**config.mk**
```make
export PLATFORM = sky130hd
export DESIGN_NAME = acc_mult_seq_flat
export DESIGN_NICKNAME = d
export VERILOG_FILES = /design/src/rtl/acc_mult_seq_if.sv /design/src/rtl/acc_mult_seq.sv /design/src/flat_wrapper.sv
export SDC_FILE = /design/constraint.sdc
export NUM_CORES = 1
export LEC_CHECK = 0
export ABC_AREA = 1
export CAP_MARGIN = 20
export CORE_MARGIN = 4
export CORE_UTILIZATION = 40
export DETAILED_ROUTE_END_ITERATION = 12
export PLACE_DENSITY = 0.6
export SLEW_MARGIN = 20
export SYNTH_ARGS = -nofsm -noshare
export SYNTH_HDL_FRONTEND = slang
export SYNTH_SLANG_ARGS = --single-unit
```
**constraint.sdc**
```tcl
create_clock -name Clk -period 9.4 [get_ports Clk]
set_input_delay 2.82 -clock Clk [delete_from_list [all_inputs] [get_ports Clk]]
set_output_delay 2.82 -clock Clk [all_outputs]
set_load 0.05 [all_outputs]
```
**src/rtl/acc_mult_seq_if.sv**
```systemverilog
// acc_mult_seq_if: Start/Busy/Done multiply handshake bundle.
// master = CPU MULT path (drives Start/operands), slave = multiplier core.
interface acc_mult_seq_if #(
  parameter int WIDTH = 16
);
  logic               Start;
  logic [WIDTH-1:0]   Multiplicando;
  logic [WIDTH-1:0]   Multiplicador;
  logic               Busy;
  logic               Done;
  logic [2*WIDTH-1:0] Produto;

  modport master (
    output Start, Multiplicando, Multiplicador,
    input  Busy, Done, Produto
  );

  modport slave (
    input  Start, Multiplicando, Multiplicador,
    output Busy, Done, Produto
  );
endinterface

```
**src/rtl/acc_mult_seq.sv**
```systemverilog
// acc_mult_seq: sequential shift-add multiplier with own FSM/counter.
// Ports: Clk, Rst (async, active-high), bus (acc_mult_seq_if.slave):
//   Start/Multiplicando/Multiplicador in; Busy/Done/Produto out.
// Optional macro ACC_SIGNED_EN: two's complement operands and product.
module acc_mult_seq #(
  parameter int WIDTH = 16
) (
  input  logic Clk,
  input  logic Rst,
  acc_mult_seq_if.slave bus
);
  localparam int CNT_W = $clog2(WIDTH) + 1;
  localparam int AW    = 2 * WIDTH + 1;

  typedef enum logic [1:0] {
    S_IDLE,
    S_ADD,
    S_SHIFT,
    S_DONE
  } state_e;

  state_e             state_q;
  logic [AW-1:0]      acc_q;
  logic [WIDTH:0]     m_q;
  logic [CNT_W-1:0]   cnt_q;
  logic               busy_q;
  logic               done_q;
  logic [2*WIDTH-1:0] prod_q;

  logic               last;
  logic [WIDTH:0]     upper_d;
  logic [AW-1:0]      shift_d;
  logic [WIDTH:0]     m_d;

  always_comb begin
    last = (cnt_q == CNT_W'(WIDTH - 1));
`ifdef ACC_SIGNED_EN
    // Multiplier sign bit has negative weight: subtract on last step.
    upper_d = last ? (acc_q[AW-1:WIDTH] - m_q)
                   : (acc_q[AW-1:WIDTH] + m_q);
    shift_d = {acc_q[AW-1], acc_q[AW-1:1]};
    m_d     = {bus.Multiplicando[WIDTH-1], bus.Multiplicando};
`else
    // W+1-bit upper part keeps the carry of the add.
    upper_d = acc_q[AW-1:WIDTH] + m_q;
    shift_d = {1'b0, acc_q[AW-1:1]};
    m_d     = {1'b0, bus.Multiplicando};
`endif
  end

  always_ff @(posedge Clk or posedge Rst) begin
    if (Rst) begin
      state_q <= S_IDLE;
      acc_q   <= '0;
      m_q     <= '0;
      cnt_q   <= '0;
      busy_q  <= 1'b0;
      done_q  <= 1'b0;
      prod_q  <= '0;
    end else begin
      unique case (state_q)
        S_IDLE: begin
          if (bus.Start) begin
            acc_q   <= {{(WIDTH+1){1'b0}}, bus.Multiplicador};
            m_q     <= m_d;
            cnt_q   <= '0;
            busy_q  <= 1'b1;
            state_q <= S_ADD;
          end
        end
        S_ADD: begin
          if (acc_q[0])
            acc_q[AW-1:WIDTH] <= upper_d;
          state_q <= S_SHIFT;
        end
        S_SHIFT: begin
          acc_q <= shift_d;
          cnt_q <= cnt_q + CNT_W'(1);
          if (last) begin
            prod_q  <= shift_d[2*WIDTH-1:0];
            done_q  <= 1'b1;
            busy_q  <= 1'b0;
            state_q <= S_DONE;
          end else begin
            state_q <= S_ADD;
          end
        end
        S_DONE: begin
          done_q  <= 1'b0;
          state_q <= S_IDLE;
        end
        default: state_q <= S_IDLE;
      endcase
    end
  end

  assign bus.Busy    = busy_q;
  assign bus.Done    = done_q;
  assign bus.Produto = prod_q;
endmodule

```
**src/flat_wrapper.sv**
```systemverilog
// flat-port wrapper written by rule: the top's interface ports become plain ports
module acc_mult_seq_flat 
#(
  parameter int WIDTH = 16
)
  (Clk, Rst, bus_Start, bus_Multiplicando, bus_Multiplicador, bus_Busy, bus_Done, bus_Produto);
  acc_mult_seq_if #(.WIDTH(WIDTH)) bus_i ();
  input  logic Clk;
  input  logic Rst;
  input wire logic [$bits(bus_i.Start)-1:0] bus_Start;
  input wire logic [$bits(bus_i.Multiplicando)-1:0] bus_Multiplicando;
  input wire logic [$bits(bus_i.Multiplicador)-1:0] bus_Multiplicador;
  output wire logic [$bits(bus_i.Busy)-1:0] bus_Busy;
  output wire logic [$bits(bus_i.Done)-1:0] bus_Done;
  output wire logic [$bits(bus_i.Produto)-1:0] bus_Produto;
  assign bus_i.Start = bus_Start;
  assign bus_i.Multiplicando = bus_Multiplicando;
  assign bus_i.Multiplicador = bus_Multiplicador;
  assign bus_Busy = bus_i.Busy;
  assign bus_Done = bus_i.Done;
  assign bus_Produto = bus_i.Produto;
  acc_mult_seq #(.WIDTH(WIDTH)) u_core (.Clk(Clk), .Rst(Rst), .bus(bus_i));
endmodule
```
==> out/qor.tcl, run 1 <==
set qor(finalCriticalPeriod_ns) 4.35
set qor(relative_contribution_of_sequential_cells_to_total_power_pct) 35.3
set qor(area_growth_pct) 22.4
set qor(cts.reportedPaths.clkPinSlew_ns) 0.07
set qor(n_antenna_cell) 0
set qor(ys_ff_latch) 90
set qor(crit_path_max_fanout) 2
set qor(max_cap_viol_count) 0
set qor(detail_routed_via_count_per_cell) 4.74
set qor(port_buffer_count) 68
set qor(nets) 749
set qor(clockRootBuffer) {sky130_fd_sc_hd__clkbuf_16}
set qor(critical_path_buf_inv_count) 1
set qor(power-per-cell-area_mw_per_mm2) 278
set qor(worst-slew-pin-transition_ns) 0.795
set qor(worst-endpoint-required_ns) 6.58
set qor(ant_nets) 0
set qor(die-height_um) 117
set qor(finalCritPeriodShare_pct) 46.3
set qor(asyncSetResetFlopFracSynth_pct) 100
set qor(start_util_pct) 41.3
set qor(total_leakage_power_uw) 0.00299
set qor(cts_tree) {done}
set qor(number_of_buffers_between_clock_root_and_the_deepest_sink) 2
set qor(ys_types) 32
set qor(worstPathCellList) {clkdlybuf4s50_1}
set qor(postSynthAreaPerCell_um2) 7.60
set qor(syn-instance-count) 628
set qor(drtPass1Iterations) 4
set qor(hold_path.class) {reg2reg}
set qor(grt_util_all_layers_pct) 17.5
set qor(via_count_of_the_first_global_routing_pass) 3871
set qor(clkLatencyLatePin_ns) 0.35
set qor(floorplan.rows) 39
set qor(yosysMostFrequentCell) {sky130_fd_sc_hd__nand2_1}
set qor(core_area_mm2) 0.0116
set qor(p_sw_uw) 703
set qor(finalSetupTns_ns) 0
set qor(clkSinkCount) 90
set qor(route.detailed.wl_per_inst_um) 13.2
set qor(edff_count_synth) 0
set qor(die_w_um) 117
set qor(route.vias.total) 3973
set qor(drc) 0
set qor(grt_antenna_before_repair) 0
set qor(cpMaxStageDelayCell) {sky130_fd_sc_hd__clkdlybuf4s50_1}
set qor(grt_pass1_wl_mm) 18.7
set qor(run_status) {finished clean}
set qor(yosys_most_used_dff) {sky130_fd_sc_hd__dfrtp_1}
set qor(largest_stage_delay_on_the_critical_path_ns) 0.82
set qor(internal_power_uw) 919
set qor(die_footprint_mm2) 0.0137
set qor(pin_count) 69
set qor(synth_top_cells_by_area) {sky130_fd_sc_hd__dfrtp_1 (47%), sky130_fd_sc_hd__nand2_1 (20%), sky130_fd_sc_hd__o21ai_0 (6.5%), sky130_fd_sc_hd__inv_1 (6.3%), sky130_fd_sc_hd__ha_1 (5.8%)}
set qor(number_of_h_tree_branching_levels) 3
set qor(synth_area_mm2) 0.00477
set qor(wp_data_arrival_ns) 1.53
set qor(holdWs_ns) 0.479
set qor(timing.setup.critical_path_class) {reg2out}
set qor(combinationalPowerShare_pct) 43.4
set qor(power_frac_clock_pct) 21.3
set qor(postCtsHoldBufs) 0
set qor(grt_start_max_net_pins) 51
set qor(worst_path_top_cell_family_by_delay) {buffers and inverters}
set qor(netlist.area_leader.share_pct) 47.2
set qor(worstSetupEndpointType) {output port}
set qor(synth_nets) 686
set qor(kind_of_launch_point_of_the_worst_setup_path) {flip-flop}
set qor(slew-limit-headroom_pct) 46.8
set qor(grt_setup_unrepaired) {false}
set qor(cts.repair_timing.setup_buffer_count) 0
set qor(final-hold-violation-count) 0
set qor(cts_repair_resize_count) 0
set qor(ys_top_cells_by_count) {sky130_fd_sc_hd__nand2_1 (253), sky130_fd_sc_hd__dfrtp_1 (90), sky130_fd_sc_hd__inv_1 (80), sky130_fd_sc_hd__o21ai_0 (62), sky130_fd_sc_hd__nand3_1 (24)}
set qor(hpwl_mm) 8.01
set qor(setup_violations) 0
set qor(ir_drop_uv) 99.8
set qor(detail_route.wirelength_mm) 11.1
set qor(gp_congestion) 0.888
set qor(drt_first_iter_violations) 270
set qor(post-synth-top-area-cell) {sky130_fd_sc_hd__dfrtp_1}
set qor(yosysWarningCount) 0
set qor(cts_inserted_buffers) 9
set qor(finalClockSkew_ns) 0.00703
set qor(sw_frac_of_total_pct) 43.4
set qor(globalRoute.totalOverflow) 0
set qor(fmax_ghz) 0.230
set qor(ys_seq_area_share_pct) 47.2
set qor(report.final.slew_viol_count) 0
set qor(post_route_cells_drive_above_1_share_pct) 4.17
## worst paths after layout
path	cells after the start	end	startpoint	slack [ns]
setup / recovery	1	bus_Produto[30]	u_core.bus.Produto[30]	5.05
hold / removal	2	u_core.bus.Produto[22]	u_core.bus.Produto[22]	0.48
setup reg to reg	7	u_core.bus.Produto[18]	u_core.state_q[0]	7.15
hold reg to reg	2	u_core.bus.Produto[22]	u_core.bus.Produto[22]	0.48
max in group asynchronous	3	u_core.acc_q[1]	Rst	5.41
min in group asynchronous	2	u_core.bus.Produto[21]	Rst	2.90
## area by class of cell
cell class	count	area (µm²)
clock buffer	11	243
clock inverter	5	37.5
fill	1159	5720
inverter	84	320
multi-input combinational	435	2110
sequential	90	2250
tap	143	179
timing repair buffer	71	703
## cells in the final DEF, fill, tap and decap left out, drive strengths merged, types with 5 or more instances in the layout
master and n:
clkbuf 11, clkdlybuf4s50 68, nor2 22, a21oi 14
o211ai 15, ha 22, dfrtp 90, nand2 255
clkinv 5, nand3 24, inv 83, o21ai 63
## kinds of logic (layout without fill, tap and decap cells)
group | after synthesis | count (layout) | synth area share, %
fa+ha+maj | 23 | 23 | 6.18
buf+inv | 103 | 171 | 8.65
flops | 90 | 90 | 47.2
xor+xnor | 1 | 1 | 0.183
compound gates | 99 | 99 | 11.6
simple gates | 312 | 312 | 26.2
## worst min-delay path: stages (launching register included)
cell                      delay, ns
sky130_fd_sc_hd__dfrtp_1       0.34
sky130_fd_sc_hd__nand2_1       0.05
sky130_fd_sc_hd__o21ai_0       0.05
## registers in the layout (all words and copies together) (netlist names)
signal and flops:
u_core.acc_q 33, u_core.bus.Produto 32, u_core.m_q 16, u_core.cnt_q 5, u_core.state_q 2, u_core.bus.Busy 1, u_core.bus.Done 1
## layer usage
layer | part of all wire (%) | track usage (%)
met5 | 0 | 0
met2 | 46 | 28.3
met4 | 1.6 | 6.80
met3 | 3.4 | 2.98
met1 | 49 | 23.4
## power by group through the flow
| stage | clock (µW) | sequential, µW | combinational, µW |
|---|---|---|---|
| after floorplan | 0 | 560 | 555 |
| after global placement | 0 | 578 | 689 |
| after detailed placement | 0 | 581 | 705 |
| after CTS | 355 | 575 | 710 |
| after global routing | 370 | 586 | 822 |
| final | 345 | 573 | 703 |
## metrics by stage
| step | utilization, % | worst slack [ns] | total power [µW] | instances | instance area, µm² |
|---|---|---|---|---|---|
| floorplan | - | 4.24 | 1120 | 628 | 4770 |
| detailed placement | 48.1 | 4.73 | 1290 | 823 | 5560 |
| global placement | 48.1 | 4.85 | 1270 | 823 | 5560 |
| finish | 50.5 | 5.05 | 1620 | 839 | 5840 |
| global route | 50.5 | 4.83 | 1780 | 839 | 5840 |
| CTS | 50.5 | 5.03 | 1640 | 839 | 5840 |
Power figures use the tool's default switching activity.
==> run 2, diff against run 1 <==
--- a/config.mk
+++ b/config.mk
@@ -10,7 +10,7 @@
 export CORE_MARGIN = 4
 export CORE_UTILIZATION = 40
 export DETAILED_ROUTE_END_ITERATION = 12
-export PLACE_DENSITY = 0.6
+export PLACE_DENSITY = 0.62
 export SLEW_MARGIN = 20
 export SYNTH_ARGS = -nofsm -noshare
 export SYNTH_HDL_FRONTEND = slang
==> constraint.sdc (replaced) <==
create_clock -name Clk -period 3.9 [get_ports Clk]
set_input_delay 1.17 -clock Clk [delete_from_list [all_inputs] [get_ports Clk]]
set_output_delay 1.17 -clock Clk [all_outputs]
set_load 0.05 [all_outputs]
==> out/qor.tcl, run 2 (synthesis gave the netlist of run 1 again) <==
set qor(core_area_mm2) 0.0116 ;# unchanged
set qor(cts_repair_resize_count) 0 ;# unchanged
set qor(pin_count) 69 ;# unchanged
set qor(finalClockSkew_ns) 0.00708 ;# +0.0000497 ns
set qor(clkSinkCount) 90 ;# unchanged
set qor(route.detailed.wl_per_inst_um) 13.2 ;# -0.14%
set qor(regMostFlops) {u_core.acc_q}
set qor(ant_nets) 0 ;# unchanged
set qor(die_w_um) 117 ;# unchanged
set qor(final-hold-violation-count) 0 ;# unchanged
set qor(drtPass1Iterations) 4 ;# unchanged
set qor(finalCriticalPeriod_ns) 2.69
set qor(area_growth_pct) 23.8
set qor(power-per-cell-area_mw_per_mm2) 681 ;# +150%
set qor(max_cap_viol_count) 0 ;# unchanged
set qor(cts_inserted_buffers) 9 ;# unchanged
set qor(area.sequential_mm2) 0.00225 ;# unchanged
set qor(fin_ws_ns) 1.21 ;# -3.84 ns
set qor(crit_path_max_fanout) 2 ;# unchanged
set qor(place_worst_setup_slack_ns) 1.05 ;# -3.68 ns
set qor(detail_routed_via_count_per_cell) 4.79 ;# +1.1%
set qor(number_of_buffers_between_clock_root_and_the_deepest_sink) 2 ;# unchanged
set qor(fin_total_pwr_uw) 4020 ;# +150%
set qor(floorplan.rows) 39 ;# unchanged
set qor(drc) 0 ;# unchanged
set qor(timing.setup.critical_path_class) {reg2out}
set qor(nets) 750 ;# +0.13%
set qor(die-height_um) 117 ;# unchanged
set qor(layout_common_cells) {sky130_fd_sc_hd__nand2_1 (253), sky130_fd_sc_hd__dfrtp_1 (90), sky130_fd_sc_hd__inv_1 (79), sky130_fd_sc_hd__clkdlybuf4s50_1 (68), sky130_fd_sc_hd__o21ai_0 (62)}
set qor(slew-limit-headroom_pct) 49.0 ;# +2.2 points
set qor(wirelength_met1_mm) 5.21 ;# -4.3%
set qor(wp_data_arrival_ns) 1.52 ;# about the same
set qor(report.final.slew_viol_count) 0 ;# unchanged
set qor(globalRoute.totalOverflow) 0 ;# unchanged
set qor(total_area_of_multi_input_combinational_cells_mm2) 0.00211 ;# unchanged
set qor(post_route_cells_drive_above_1_share_pct) 4.45 ;# +0.28 points
set qor(detail_route.wirelength_mm) 11.1 ;# about the same
set qor(cts.reportedPaths.clkPinSlew_ns) 0.06 ;# about the same
set qor(drt_first_iter_violations) 273 ;# +1.1%
set qor(routed-wl-met2_mm) 5.37 ;# +5.4%
set qor(port_buffer_count) 68 ;# unchanged
set qor(n_antenna_cell) 0 ;# unchanged
set qor(grt_antenna_before_repair) 0 ;# unchanged
set qor(clockRootBuffer) {sky130_fd_sc_hd__clkbuf_16}
set qor(worst_path_top_cell_family_by_delay) {buffers and inverters}
set qor(finalSetupTns_ns) 0 ;# unchanged
set qor(worst-slew-pin-transition_ns) 0.763 ;# -0.0329 ns
set qor(grt_util_all_layers_pct) 17.1 ;# -0.36 points
set qor(worstSetupEndpointType) {output port}
set qor(fillers) 1130 ;# -2.5%
set qor(setup_violations) 0 ;# unchanged
set qor(kind_of_launch_point_of_the_worst_setup_path) {flip-flop}
set qor(hpwl_mm) 8.03 ;# +0.17%
set qor(critical_path_buf_inv_count) 1 ;# unchanged
set qor(cpMaxStageDelayCell) {sky130_fd_sc_hd__clkdlybuf4s50_1}
set qor(worst-endpoint-required_ns) 2.73 ;# -3.85 ns
set qor(hold_path.class) {reg2reg}
set qor(cts.repair_timing.setup_buffer_count) 0 ;# unchanged
set qor(run_status) {finished clean}
set qor(mostFrequentLayoutCell) {sky130_fd_sc_hd__nand2_1}
set qor(clkLatencyLatePin_ns) 0.34 ;# about the same
set qor(top_signal_layer_used) {met4}
set qor(gp_congestion) 0.843 ;# -5.1%
set qor(die_footprint_mm2) 0.0137 ;# unchanged
set qor(largest_register_ffs) 33 ;# unchanged
set qor(worstPathCellList) {clkdlybuf4s50_1}
set qor(via_count_of_the_first_global_routing_pass) 3894 ;# +0.59%
set qor(grt_start_max_net_pins) 51 ;# unchanged
set qor(grt_setup_unrepaired) {false}
set qor(fmax_ghz) 0.372
set qor(grt_pass1_wl_mm) 18.5 ;# -1.3%
set qor(met3WireLength_um) 396 ;# +3.4%
set qor(route.vias.total) 4020 ;# +1.2%
set qor(postCtsHoldBufs) 0 ;# unchanged
set qor(finalCritPeriodShare_pct) 68.9
set qor(start_util_pct) 41.3 ;# unchanged
set qor(cts_tree) {done}
set qor(number_of_h_tree_branching_levels) 3 ;# unchanged
set qor(total_leakage_power_uw) 0.00302 ;# +1.2%
set qor(largest_stage_delay_on_the_critical_path_ns) 0.81 ;# about the same
set qor(ir_drop_uv) 274 ;# +170%
[run 2: cell type report]
| type | instances | area share [%] |
|---|---|---|
| clock buffer | 10 | 4.04 |
| sequential | 90 | 38.1 |
| tap | 143 | 3.03 |
| timing repair buffer | 72 | 12.2 |
| inverter | 84 | 5.42 |
| multi-input combinational | 435 | 35.7 |
| clock inverter | 6 | 1.48 |
[run 2: metal layers]
layer,up-vias,track usage [%]
met3,6,4.06
met4,0,5.05
met2,71,28.5
met5,-,0
met1,1831,22.2
li1,2112,-
[run 2: worst paths after layout]
kind | startpoint | end | slack (ns) | cells after the start
setup / recovery | u_core.bus.Busy | bus_Busy | 1.21 | 1
hold / removal | u_core.bus.Produto[12] | u_core.bus.Produto[12] | 0.48 | 2
setup reg to reg | u_core.state_q[0] | u_core.cnt_q[3] | 1.40 | 7
hold reg to reg | u_core.bus.Produto[12] | u_core.bus.Produto[12] | 0.48 | 2
max in group asynchronous | Rst | u_core.bus.Busy | 1.94 | 3
min in group asynchronous | Rst | u_core.bus.Produto[20] | 1.26 | 2
[run 2: report_power, final]
part | leakage [µW] | switching (µW) | internal [µW]
combinational | 0.00169 | 1130 | 569
clock | 0.000163 | 366 | 580
sequential | 0.00118 | 178 | 1200
total | 0.00302 | 1670 | 2350
[run 2: per-stage QoR]
stage | cells | area (µm²) | hold slack [ns] | util, %
after floorplan | 628 | 4770 | 0.455 | -
after global placement | 824 | 5580 | 0.464 | 48.3
after detailed placement | 824 | 5580 | 0.465 | 48.3
after CTS | 840 | 5910 | 0.488 | 51.1
after global routing | 840 | 5910 | 0.503 | 51.1
final | 840 | 5910 | 0.479 | 51.1
